### src/rtl/scan_comparator.sv
// One-stage compare pipeline for the RAM scan: tags each issued address,
// compares the returned RAM word with the golden word and tallies mismatches.
module scan_comparator #(
  parameter int DATA_WIDTH = 32,
  parameter int ADDR_WIDTH = 14
) (
  input  logic                  clk,
  input  logic                  rst_n,
  input  logic                  clear,
  input  logic                  issue,
  input  logic                  flush,
  input  logic [ADDR_WIDTH-1:0] issue_address,
  input  logic [DATA_WIDTH-1:0] scan_data,
  input  logic [DATA_WIDTH-1:0] gold_data,
  output logic                  mismatch,
  output logic                  last_compare,
  output logic [ADDR_WIDTH-1:0] fail_address,
  output logic [ADDR_WIDTH:0]   mismatch_count
);

  logic                  pipe_valid;
  logic [ADDR_WIDTH-1:0] pipe_address;

  assign mismatch     = pipe_valid && (scan_data != gold_data);
  assign last_compare = pipe_valid && (pipe_address == {ADDR_WIDTH{1'b1}});

  // A flush drops the address issued in the same cycle, so an early stop
  // never lets a stray compare land after the run has finished.
  always_ff @(posedge clk or negedge rst_n) begin
    if (!rst_n) begin
      pipe_valid     <= 1'b0;
      pipe_address   <= '0;
      fail_address   <= '0;
      mismatch_count <= '0;
    end else begin
      pipe_valid   <= issue && !flush;
      pipe_address <= issue_address;
      if (clear) begin
        fail_address   <= '0;
        mismatch_count <= '0;
      end else if (mismatch) begin
        if (mismatch_count == '0) begin
          fail_address <= pipe_address;
        end
        if (mismatch_count != {(ADDR_WIDTH+1){1'b1}}) begin
          mismatch_count <= mismatch_count + 1'b1;
        end
      end
    end
  end

endmodule

### config.mk
export PLATFORM = sky130hd
export DESIGN_NAME = scan_comparator
export DESIGN_NICKNAME = d
export VERILOG_FILES = /design/src/rtl/scan_comparator.sv
export SDC_FILE = /design/constraint.sdc
export NUM_CORES = 1
export LEC_CHECK = 0
export BUFFER_PORTS_ARGS = -buffer_cell sky130_fd_sc_hd__buf_2
export CAP_MARGIN = 25
export CORE_MARGIN = 5
export CORE_UTILIZATION = 47
export CTS_CLUSTER_DIAMETER = 30
export DETAILED_ROUTE_END_ITERATION = 6
export PLACE_DENSITY = 0.88
export SLEW_MARGIN = 0
export SYNTH_ARGS = -nofsm -noshare
export SYNTH_HDL_FRONTEND = slang
export SYNTH_SLANG_ARGS = --single-unit
### constraint.sdc
create_clock -name clk -period 2.06 [get_ports clk]
set_input_delay 0.206 -clock clk [delete_from_list [all_inputs] [get_ports clk]]
set_output_delay 0.206 -clock clk [all_outputs]
set_load 0.1 [all_outputs]
* After elaboration in Yosys (flattened, before gate mapping)
Cells that the tools add are included.
Widths: inputs -> output; s select.
** Operators by class
- Mux-type cells :: 6
- Add/subtract/negate cells :: 1
- Eq/ne operators :: 3
- Reduce and logical (&&, ||, !) cells :: 10
** Operators with widths (number)
- $mux 15 :: 3
- $mux 14 :: 3
- $ne 32x32->1 :: 1
- $add 15x1->15 const B :: 1
- $logic_not 15->1 :: 1
- $ne 15x15->1 const B :: 1
- $eq 14x14->1 const B :: 1
- $reduce_bool 2->1 :: 3
- $reduce_and 2->1 :: 2
- $logic_and 1x1->1 :: 3
- $logic_not 1->1 :: 1
** Word-level totals
- Logic and storage cells :: 24
- Output and inout bits :: 31
- Bits of input ports :: 83
- Flip-flop bits (word level) :: 44

* Logic depth before layout (Yosys ltp)
Gate-level depths: netlist of run 1.
- Depth in word-level cells :: 4
- Gate-level depth with buffers :: 9
- Gate-level depth less buffers :: 8

* Worst setup path before layout of run 1
No wires, ideal clock.
- Path type :: register -> output
- Start :: register pipe_valid
- End :: output last_compare
- Stages on the path, launching flop included :: 4
- Buffers on the path :: 1
- Arrival :: 3503 ps
- Setup slack :: -1649 ps
- Required time :: 1854 ps
- Path through :: dfrtp_1 > buf_2 > nand4_1 > nor4_1
** On the way
- Cells in the longest elaborated chain, start to end :: 1
** Ends and longest elaborated chain
- start, declared :: RTL line 21 : logic pipe_valid;
- start signal, assigned :: RTL line 36 : pipe_valid <= issue && !flush;
- $logic_and 1x1->1 :: RTL line 25 : assign last_compare = pipe_valid && (pipe_address == {ADDR_WIDTH{1'b1}});
- end, declared :: RTL line 16 : output logic last_compare,
No other way between the ends.

* Final worst setup path of run 1
- Start :: register mismatch_count[0]
- End :: register fail_address[13]
** On the way
- Cells in the longest elaborated chain, start to end :: 3
** Ends and longest elaborated chain
- start, declared :: RTL line 18 : output logic [ADDR_WIDTH:0] mismatch_count
- start signal, assigned :: RTL line 46 : mismatch_count <= mismatch_count + 1'b1;
- $logic_not 15->1 :: RTL line 42 : if (mismatch_count == '0) begin
- $reduce_bool 2->1 (no line)
- $reduce_and 2->1 (no line)
- end signal, assigned :: RTL line 43 : fail_address <= pipe_address;
- end, declared :: RTL line 17 : output logic [ADDR_WIDTH-1:0] fail_address,
No other way between the ends.
A chain may end at the register's enable or synchronous reset.

==> results of run 1 <==
==> worst register-to-register path, stage by stage (launching register included) <==
cell	delay, ns
dfrtp_4	0.51
clkinv_1	0.09
ha_4	0.12
nor4b_4	0.20
nand2_2	0.11
nor4_4	0.22
buf_4	0.19
o211ai_4	0.16
mux2i_1	0.23
nor2_1	0.08
==> registers in the layout, indices dropped and copies added (netlist names) <==
register,count
fail_address,14
mismatch_count,15
pipe_address,14
pipe_valid,1
==> placed cells by master, fill, tap and decap left out, drive strengths merged <==
cell type	instances
or3	6
dfrtp	44
or4	5
buf	122
ha	2
nand2	6
nand3	10
clkinvlp	1
nand4	7
nand4b	1
and3	3
nor3b	1
nor2	23
nor3	3
o211ai	2
inv	2
dlygate4sd3	6
a32o	1
a21oi	10
clkbuf	6
nor4b	1
nor4	12
o31ai	4
o21ai	6
xor2	32
clkinv	2
nor2b	6
or3b	1
mux2i	14
mux2	4
==> kinds of logic after synthesis <==
group | synth area share, %
flip-flops | 45.7
XOR/XNOR | 11.6
multiplexers | 7.99
adder cells (fa/ha/maj) | 1.04
AO/OA/AOI/OAI | 5.86
AND/OR/NAND/NOR | 24.3
buffers and inverters | 3.53
==> synth_stat cells (2+ instances only) <==
cell type	count
nor4_1	6
nand4_4	2
inv_1	2
or4_1	4
nand2_1	5
ha_1	2
xor2_1	32
clkbuf_1	3
nor2b_1	6
and3_1	3
mux2_1	2
mux2_4	2
a21oi_1	10
o31ai_1	4
or3_1	6
o21ai_1	5
nor2_1	22
dfrtp_1	44
buf_2	2
mux2i_1	14
nor4_2	5
nand4_1	4
buf_6	2
nand3_1	9
buf_8	2
==> through the flow <==
| step | std cells | setup WS (ns) |
|---|---|---|
| after global placement | 396 | 0.000190 |
| after global routing | 413 | -0.0358 |
| final | 413 | 0.0371 |
| after detailed placement | 396 | -0.0774 |
| after floorplan | 215 | -0.0366 |
| after CTS | 405 | -0.00726 |
==> how the worst max path moves through the flow <==
stage                              endpoint  slack (ns)
2_1_floorplan   fail_address[0]$_DFFE_PN0P_       -0.04
3_3_place_gp    fail_address[0]$_DFFE_PN0P_      0.0002
3_5_place_dp   fail_address[13]$_DFFE_PN0P_       -0.08
4_1_cts        fail_address[13]$_DFFE_PN0P_      -0.007
5_1_grt         fail_address[4]$_DFFE_PN0P_       -0.04
6_report       fail_address[13]$_DFFE_PN0P_        0.04
==> where the power goes <==
group	switching [uW]	internal, uW	total [uW]
clock network	295	237	532
logic	267	148	415
registers	20.7	894	915
==> layout make-up <==
| cell class | instances | area, um^2 |
|---|---|---|
| fillers | 375 | 1700 |
| multi-input cells | 160 | 1320 |
| flip-flops and latches | 44 | 1140 |
| repair buffers | 128 | 696 |
| well taps | 70 | 87.6 |
| clock buffers | 6 | 72.6 |
| clock inverters | 2 | 12.5 |
| inverters | 3 | 11.3 |
==> per-layer routing <==
layer,part of all wire (%),track usage (%),vias to the layer above
li1,-,-,1027
met1,35,20.4,1056
met2,55,36.1,105
met3,7.4,4.28,16
met4,2.9,7.31,0
met5,0,0,-
==> repair_timing <==
item / 4_1_cts / 5_1_grt
cloned: 0 / 1
setup buffers: 0 / 2
resized for setup: 0 / 11
pin swaps: 0 / 5
setup endpoints to repair: 1 / 15
endpoints found under the hold margin: 15 / 5
hold buffers: 1 / 5
==> metrics.md, run 1 <==
| Metric | Value |
|---|---|
| Status | `finished clean` |
| Worst vdd ir | `401 uV` |
| Starting Density | `47.8%` |
| Hold worst-path end | `pipe_address[11]$_DFF_PN0_` |
| Number of global-route vias before repair | `2248` |
| Final setup fails | `0` |
| Die Footprint | `6660 um^2` |
| CTS tree | `built` |
| Post-synthesis cell type count | `42` |
| TritonCTS Buffers | `5` |
| Startpoint types | `flop` |
| Vias | `2204` |
| P&R area growth vs syn | `38.7%` |
| Row count | `26` |
| Setup tns final | `0 ns` |
| GP Congestion | `0.776` |
| Slew @ Worst Pin | `0.505 ns` |
| Synth async-reset ratio | `100%` |
| Chip height | `81.6 um` |
| R2R cell count | `9` |
| Synth warn | `0` |
| FF-to-FF setup slack | `0.04 ns` |
| Mapped cell area | `2410 um^2` |
| Slew headroom | `66.6%` |
| Placed inst area | `3120 um^2` |
| Critical Path AT | `2.21 ns` |
| Final core occ | `66.3%` |
| GR Util All Layers | `19.1%` |
| Total iterations of the first detailed-routing run | `4` |
| Critical-path top delay cell | `dfrtp_4` |
| Vias per cell | `5.34` |
| CP max FO | `7` |
| Setup crit start | `mismatch_count[0]$_DFFE_PN0P_` |
| FF+latch count, synth | `44` |
| Max incr delay on CP | `0.51 ns` |
| Hold Startpoint | `issue_address[11]` |
| Top_reg_cell synth | `dfrtp_1` |
| Pwr dens | `557 nW/um^2` |
| CP Data Required Time | `2.25 ns` |
| Worst path cell trace | `clkinv_1, ha_4, nor4b_4, nand2_2, nor4_4, buf_4, o211ai_4, mux2i_1, nor2_1` |
| Net Count, Synth | `300` |
| Fmax | `494 MHz` |
| Worst Hold Depth | `1` |
| WHS | `0.00455 ns` |
| Clock Path Buffers | `2` |
| Nets | `427` |
| Post-synth EDFFs | `0` |
| RR Startpoint | `mismatch_count[0]$_DFFE_PN0P_` |
| Cell taking the most area after synthesis | `dfrtp_1` |
| Mapped Cells | `215` |
| IO Port Bufs | `113` |
| Critical path depth | `9` |
| Clock Pin Slew Worst Setup and Hold Paths | `0.09 ns` |
| Post-synthesis sequential area ratio | `45.7%` |
| Clk sinks | `44` |
| MaxCap Viol Count | `0` |
| Fin. Hold Viols | `0` |
| Die Wd | `81.6 um` |
| Clock Latency Late Sink | `0.30 ns` |
| R2R Path End | `fail_address[13]$_DFFE_PN0P_` |
| I/O Pins | `114` |
| Final Skew | `0.00958 ns` |
| First-pass GRT wire length | `9780 um` |
| Total grt overflow | `0` |
| Pwr Total | `1860 uW` |
| Period utilisation layout | `98.2%` |
| Synthesized area per cell | `11.2 um^2` |
| Top cells by area, synth | `dfrtp_1 46%, xor2_1 12%, mux2i_1 5.8%` |
| Wirelength, routed | `6470 um` |
| Share of cells above drive strength 1 | `50.7%` |
| Routed length per instance | `15.7 um` |
| Bufs and invs on worst path | `2` |
| Largest net degree at the start of global routing | `30` |
| Root Buffer | `clkbuf_8` |
| Cell area after layout | `3340 um^2` |
| Setup crit end kind | `flop` |
| Kind of critical path | `reg -> reg` |
| Core area | `5040 um^2` |
| ANT cells | `0` |
| Final Max Tran Viols | `0` |
| Synth top area share | `45.7%` |
| H-tree Lvls | `2` |
| DRC errors left | `0` |
| Antenna violations before repair | `0` |
| CP delay by family, top | `simple AND/OR/NAND/NOR gates` |
| Min Tclk post-route | `2.02 ns` |
| Post-route ant nets | `0` |
| Leak Pwr | `0.00169 uW` |
| DRT iter0 DRCs | `95` |
| RSZ-0062 raised after global routing | `yes` |
| Hold Path Class | `in -> reg` |
| HPWL after DPL | `4720 um` |
(Power assumes the default switching activity.)
==> run 2: changes to the inputs <==
--- a/config.mk
+++ b/config.mk
@@ -7,2 +7,4 @@
 export LEC_CHECK = 0
+export ABC_AREA = 1
+export ABC_CLOCK_PERIOD_IN_PS = 2060
 export BUFFER_PORTS_ARGS = -buffer_cell sky130_fd_sc_hd__buf_2
@@ -10,3 +12,3 @@
 export CORE_MARGIN = 5
-export CORE_UTILIZATION = 47
+export CORE_UTILIZATION = 48
 export CTS_CLUSTER_DIAMETER = 30
==> constraint.sdc (replaced) <==
create_clock -name clk -period 2.06 [get_ports clk]
set_input_delay 0.103 -clock clk [delete_from_list [all_inputs] [get_ports clk]]
set_output_delay 0.103 -clock clk [all_outputs]
set_load 0.1 [all_outputs]
==> run 2 against run 1 <==
  * Clock power up 6.2%
  * Via count up 23%
  * Sequential power up 4.5%
  * Core utilization down 0.61 points
  * Final area up 6.2%
  * Worst setup slack better by 0.21 ns
==> metrics.md, run 2 <==
| Metric | Value |
|---|---|
| Status | `finished clean (unchanged)` |
| Compound-Gate Fraction of Synth Area | `2.81% (was 5.86%)` |
| Hold Path Class | `in -> async (was in -> reg)` |
| Post-route ant nets | `0 (unchanged)` |
| Final Skew | `0.00398 ns (was 0.00958 ns)` |
| Most common cell after layout, fill and taps aside | `nand2_1 (was buf_2)` |
| I/O Pins | `114 (unchanged)` |
| Final setup fails | `0 (unchanged)` |
| P&R area growth vs syn | `35.0% (was 38.7%)` |
| Setup tns final | `0 ns (unchanged)` |
| Synthesized area per cell | `7.25 um^2 (was 11.2 um^2)` |
| Most common cell in the netlist | `nand2_1 (was dfrtp_1)` |
| Largest net degree at the start of global routing | `45 (was 30)` |
| Number of global-route vias before repair | `2742 (was 2248)` |
| Total iterations of the first detailed-routing run | `4 (unchanged)` |
| Mapped Cells | `363 (was 215)` |
| Leak Pwr | `0.00196 uW (was 0.00169 uW)` |
| Post_cts resized | `0 (unchanged)` |
| Mux share of post-synthesis cell area | `0% (was 7.99%)` |
| Wirelength, routed | `7000 um (was 6470 um)` |
| CP max FO | `16 (was 7)` |
| Antenna violations before repair | `0 (unchanged)` |
| Startpoint types | `flop (unchanged)` |
| Synth Area in XOR/XNOR | `7.99% (was 11.6%)` |
| Fin. Hold Viols | `0 (unchanged)` |
| TritonCTS Buffers | `5 (unchanged)` |
| CP Data Required Time | `2.24 ns (was 2.25 ns)` |
| Fmax | `551 MHz (was 494 MHz)` |
| Slew @ Worst Pin | `0.621 ns (was 0.505 ns)` |
| Top cells by area, synth | `dfrtp_1 42%, nand2_1 17%, xnor2_1 7.7% (was dfrtp_1 46%, xor2_1 12%, mux2i_1 5.8%)` |
| WHS | `0.126 ns (was 0.00455 ns)` |
| Top Registers | `mismatch_count (15), fail_address (14), pipe_address (14) (unchanged)` |
| Vias per cell | `4.77 (was 5.34)` |
| Worst path cell trace | `ha_1, nand2_2, nor2_2, nand2_2, nor2_4, nand3_2, nand3_4, nand2_4, nand2_1, nand2_1 (was clkinv_1, ha_4, nor4b_4, nand2_2, nor4_4, buf_4, o211ai_4, mux2i_1, nor2_1)` |
| Cell taking the most area after synthesis | `dfrtp_1 (unchanged)` |
| Clock Path Buffers | `2 (unchanged)` |
| RSZ-0062 raised after global routing | `no (was yes)` |
| Max incr delay on CP | `0.42 ns (was 0.51 ns)` |
| Root Buffer | `clkbuf_8 (unchanged)` |
| Cell area after layout | `3550 um^2 (was 3340 um^2)` |
| Total grt overflow | `0 (unchanged)` |
| Clk sinks | `44 (unchanged)` |
| GR Util All Layers | `20.6% (was 19.1%)` |
| Synth async-reset ratio | `100% (unchanged)` |
| Final Max Tran Viols | `0 (unchanged)` |
| Setup crit end kind | `flop (unchanged)` |
| Routed length per instance | `12.3 um (was 15.7 um)` |
| Net Count, Synth | `448 (was 300)` |
| Max FFs per register | `15 (unchanged)` |
| Synth warn | `0 (unchanged)` |
| Nets | `580 (was 427)` |
| Critical Path AT | `2.00 ns (was 2.21 ns)` |
| Synth Area in Simple Gates | `36.5% (was 24.3%)` |
| DRT iter0 DRCs | `198 (was 95)` |
| Die Wd | `84.0 um (was 81.6 um)` |
| H-tree Lvls | `2 (unchanged)` |
| HPWL after DPL | `5270 um (was 4720 um)` |
| Worst vdd ir | `393 uV (was 401 uV)` |
| Most flops, register | `mismatch_count (unchanged)` |
| CTS tree | `built (unchanged)` |
| ANT cells | `0 (unchanged)` |
| Largest family of logic cells by synthesized area | `simple AND/OR/NAND/NOR gates (unchanged)` |
| Row count | `27 (was 26)` |
| Core area | `5410 um^2 (was 5040 um^2)` |
| Kind of critical path | `reg -> reg (unchanged)` |
| Chip height | `84.0 um (was 81.6 um)` |
| Min Tclk post-route | `1.82 ns (was 2.02 ns)` |
| Starting Density | `48.7% (was 47.8%)` |
| Adder-cell area share of the yosys netlist | `0.951% (was 1.04%)` |
| MaxCap Viol Count | `0 (unchanged)` |
| Share of cells above drive strength 1 | `29.6% (was 50.7%)` |
| Post-synthesis sequential area ratio | `41.8% (was 45.7%)` |
| Pwr dens | `620 nW/um^2 (was 557 nW/um^2)` |
| Die Footprint | `7060 um^2 (was 6660 um^2)` |
| Clock Pin Slew Worst Setup and Hold Paths | `0.08 ns (was 0.09 ns)` |
| Most frequent cells in the layout | `118 x nand2_1, 113 x buf_2, 51 x inv_1, 40 x nor2_1, 36 x dfrtp_1 (was 112 x buf_2, 32 x xor2_1, 30 x dfrtp_1, 22 x nor2_1, 14 x mux2i_1)` |
| Period utilisation layout | `88.2% (was 98.2%)` |
| Slew headroom | `58.4% (was 66.6%)` |
| FF+latch count, synth | `44 (unchanged)` |
| Vias | `2712 (was 2204)` |
| Synth top area share | `41.8% (was 45.7%)` |
| Post-synthesis cell type count | `29 (was 42)` |
| Mapped cell area | `2630 um^2 (was 2410 um^2)` |
| Critical-path top delay cell | `dfrtp_2 (was dfrtp_4)` |
| R2R cell count | `10 (was 9)` |
| Post-synth EDFFs | `0 (unchanged)` |
| Post-synth top cells | `118 x nand2_1, 51 x inv_1, 44 x dfrtp_1, 40 x nor2_1, 35 x nand3_1 (was 44 x dfrtp_1, 32 x xor2_1, 22 x nor2_1, 14 x mux2i_1, 10 x a21oi_1)` |
| Placed inst area | `3270 um^2 (was 3120 um^2)` |
| IO Port Bufs | `113 (unchanged)` |
| Clock Latency Late Sink | `0.29 ns (was 0.30 ns)` |
| DRC errors left | `0 (unchanged)` |
| First-pass GRT wire length | `12000 um (was 9780 um)` |
| Top_reg_cell synth | `dfrtp_1 (unchanged)` |
| GP Congestion | `0.953 (was 0.776)` |
## run 2: changes by cell type after synthesis, moves of 6 or more
cell / change
a21oi_1: -6
inv_1: +49
mux2i_1: -14
nand2_1: +113
nand3_1: +26
nor2_1: +18
nor2b_1: -6
or3_1: -6
xnor2_1: +23
xor2_1: -31
## run 2: report_power, final
part	total, uW	internal (uW)	switching [uW]
registers	956	916	39.7
logic	681	201	480
clock network	565	273	292
## run 2: stage by stage
| stage | util, % | worst slack (ns) | total power [uW] | instances |
|---|---|---|---|---|
| 5_1_grt | 65.7 | 0.0584 | 2310 | 568 |
| 6_report | 65.7 | 0.244 | 2200 | 568 |
| 3_5_place_dp | 60.5 | 0.256 | 1620 | 542 |
| 2_1_floorplan | - | -0.215 | 1440 | 363 |
| 4_1_cts | 65.3 | 0.251 | 2210 | 567 |
| 3_3_place_gp | 60.5 | 0.379 | 1610 | 542 |
## run 2: worst max-delay path, delay by kind of cell, from the launching register on
kind / cells / cell delay (ns)
DFF: 1 / 0.42
and+or+nand+nor: 9 / 1.09
adders and majority gates: 1 / 0.20
## run 2: kinds of logic after synthesis
group                    Yosys count
buffers and inverters             62
flip-flops                        44
adder cells (fa/ha/maj)            2
AO/OA/AOI/OAI                     13
XOR/XNOR                          24
AND/OR/NAND/NOR                  218
## run 2: final cells by class
| class | instances | area, um^2 |
|---|---|---|
| Clock buffer | 7 | 86.3 |
| Clock inverter | 1 | 7.51 |
| Fill cell | 458 | 1850 |
| Inverter | 52 | 195 |
| Multi-Input combinational cell | 257 | 1280 |
| Sequential cell | 44 | 1110 |
| Tap cell | 72 | 90.1 |
| Timing Repair Buffer | 135 | 786 |
## run 2: layer usage
metal	track usage, %	wire length (um)	vias up
li1	-	-	1373
met5	0	0	-
met1	23.3	2670	1247
met2	37.7	3770	77
met3	5.33	419	15
met4	6.43	140	0
## run 2: path summary, 6_finish.rpt
path | start | end | slack, ns
setup / recovery | mismatch_count[0]$_DFFE_PN0P_ | mismatch_count[2]$_DFFE_PN0P_ | 0.24
hold / removal | rst_n | pipe_address[13]$_DFF_PN0_ | 0.13
setup reg to reg | mismatch_count[0]$_DFFE_PN0P_ | mismatch_count[2]$_DFFE_PN0P_ | 0.24
hold reg to reg | fail_address[7]$_DFFE_PN0P_ | fail_address[7]$_DFFE_PN0P_ | 0.51
max in group asynchronous | rst_n | mismatch_count[4]$_DFFE_PN0P_ | 1.51
min in group clk | clear | mismatch_count[0]$_DFFE_PN0P_ | 0.36
## run 2: repair_timing
action,4_1_cts,5_1_grt
hold buffers,17,0
setup buffers,0,0
endpoints found under the hold margin,59,0
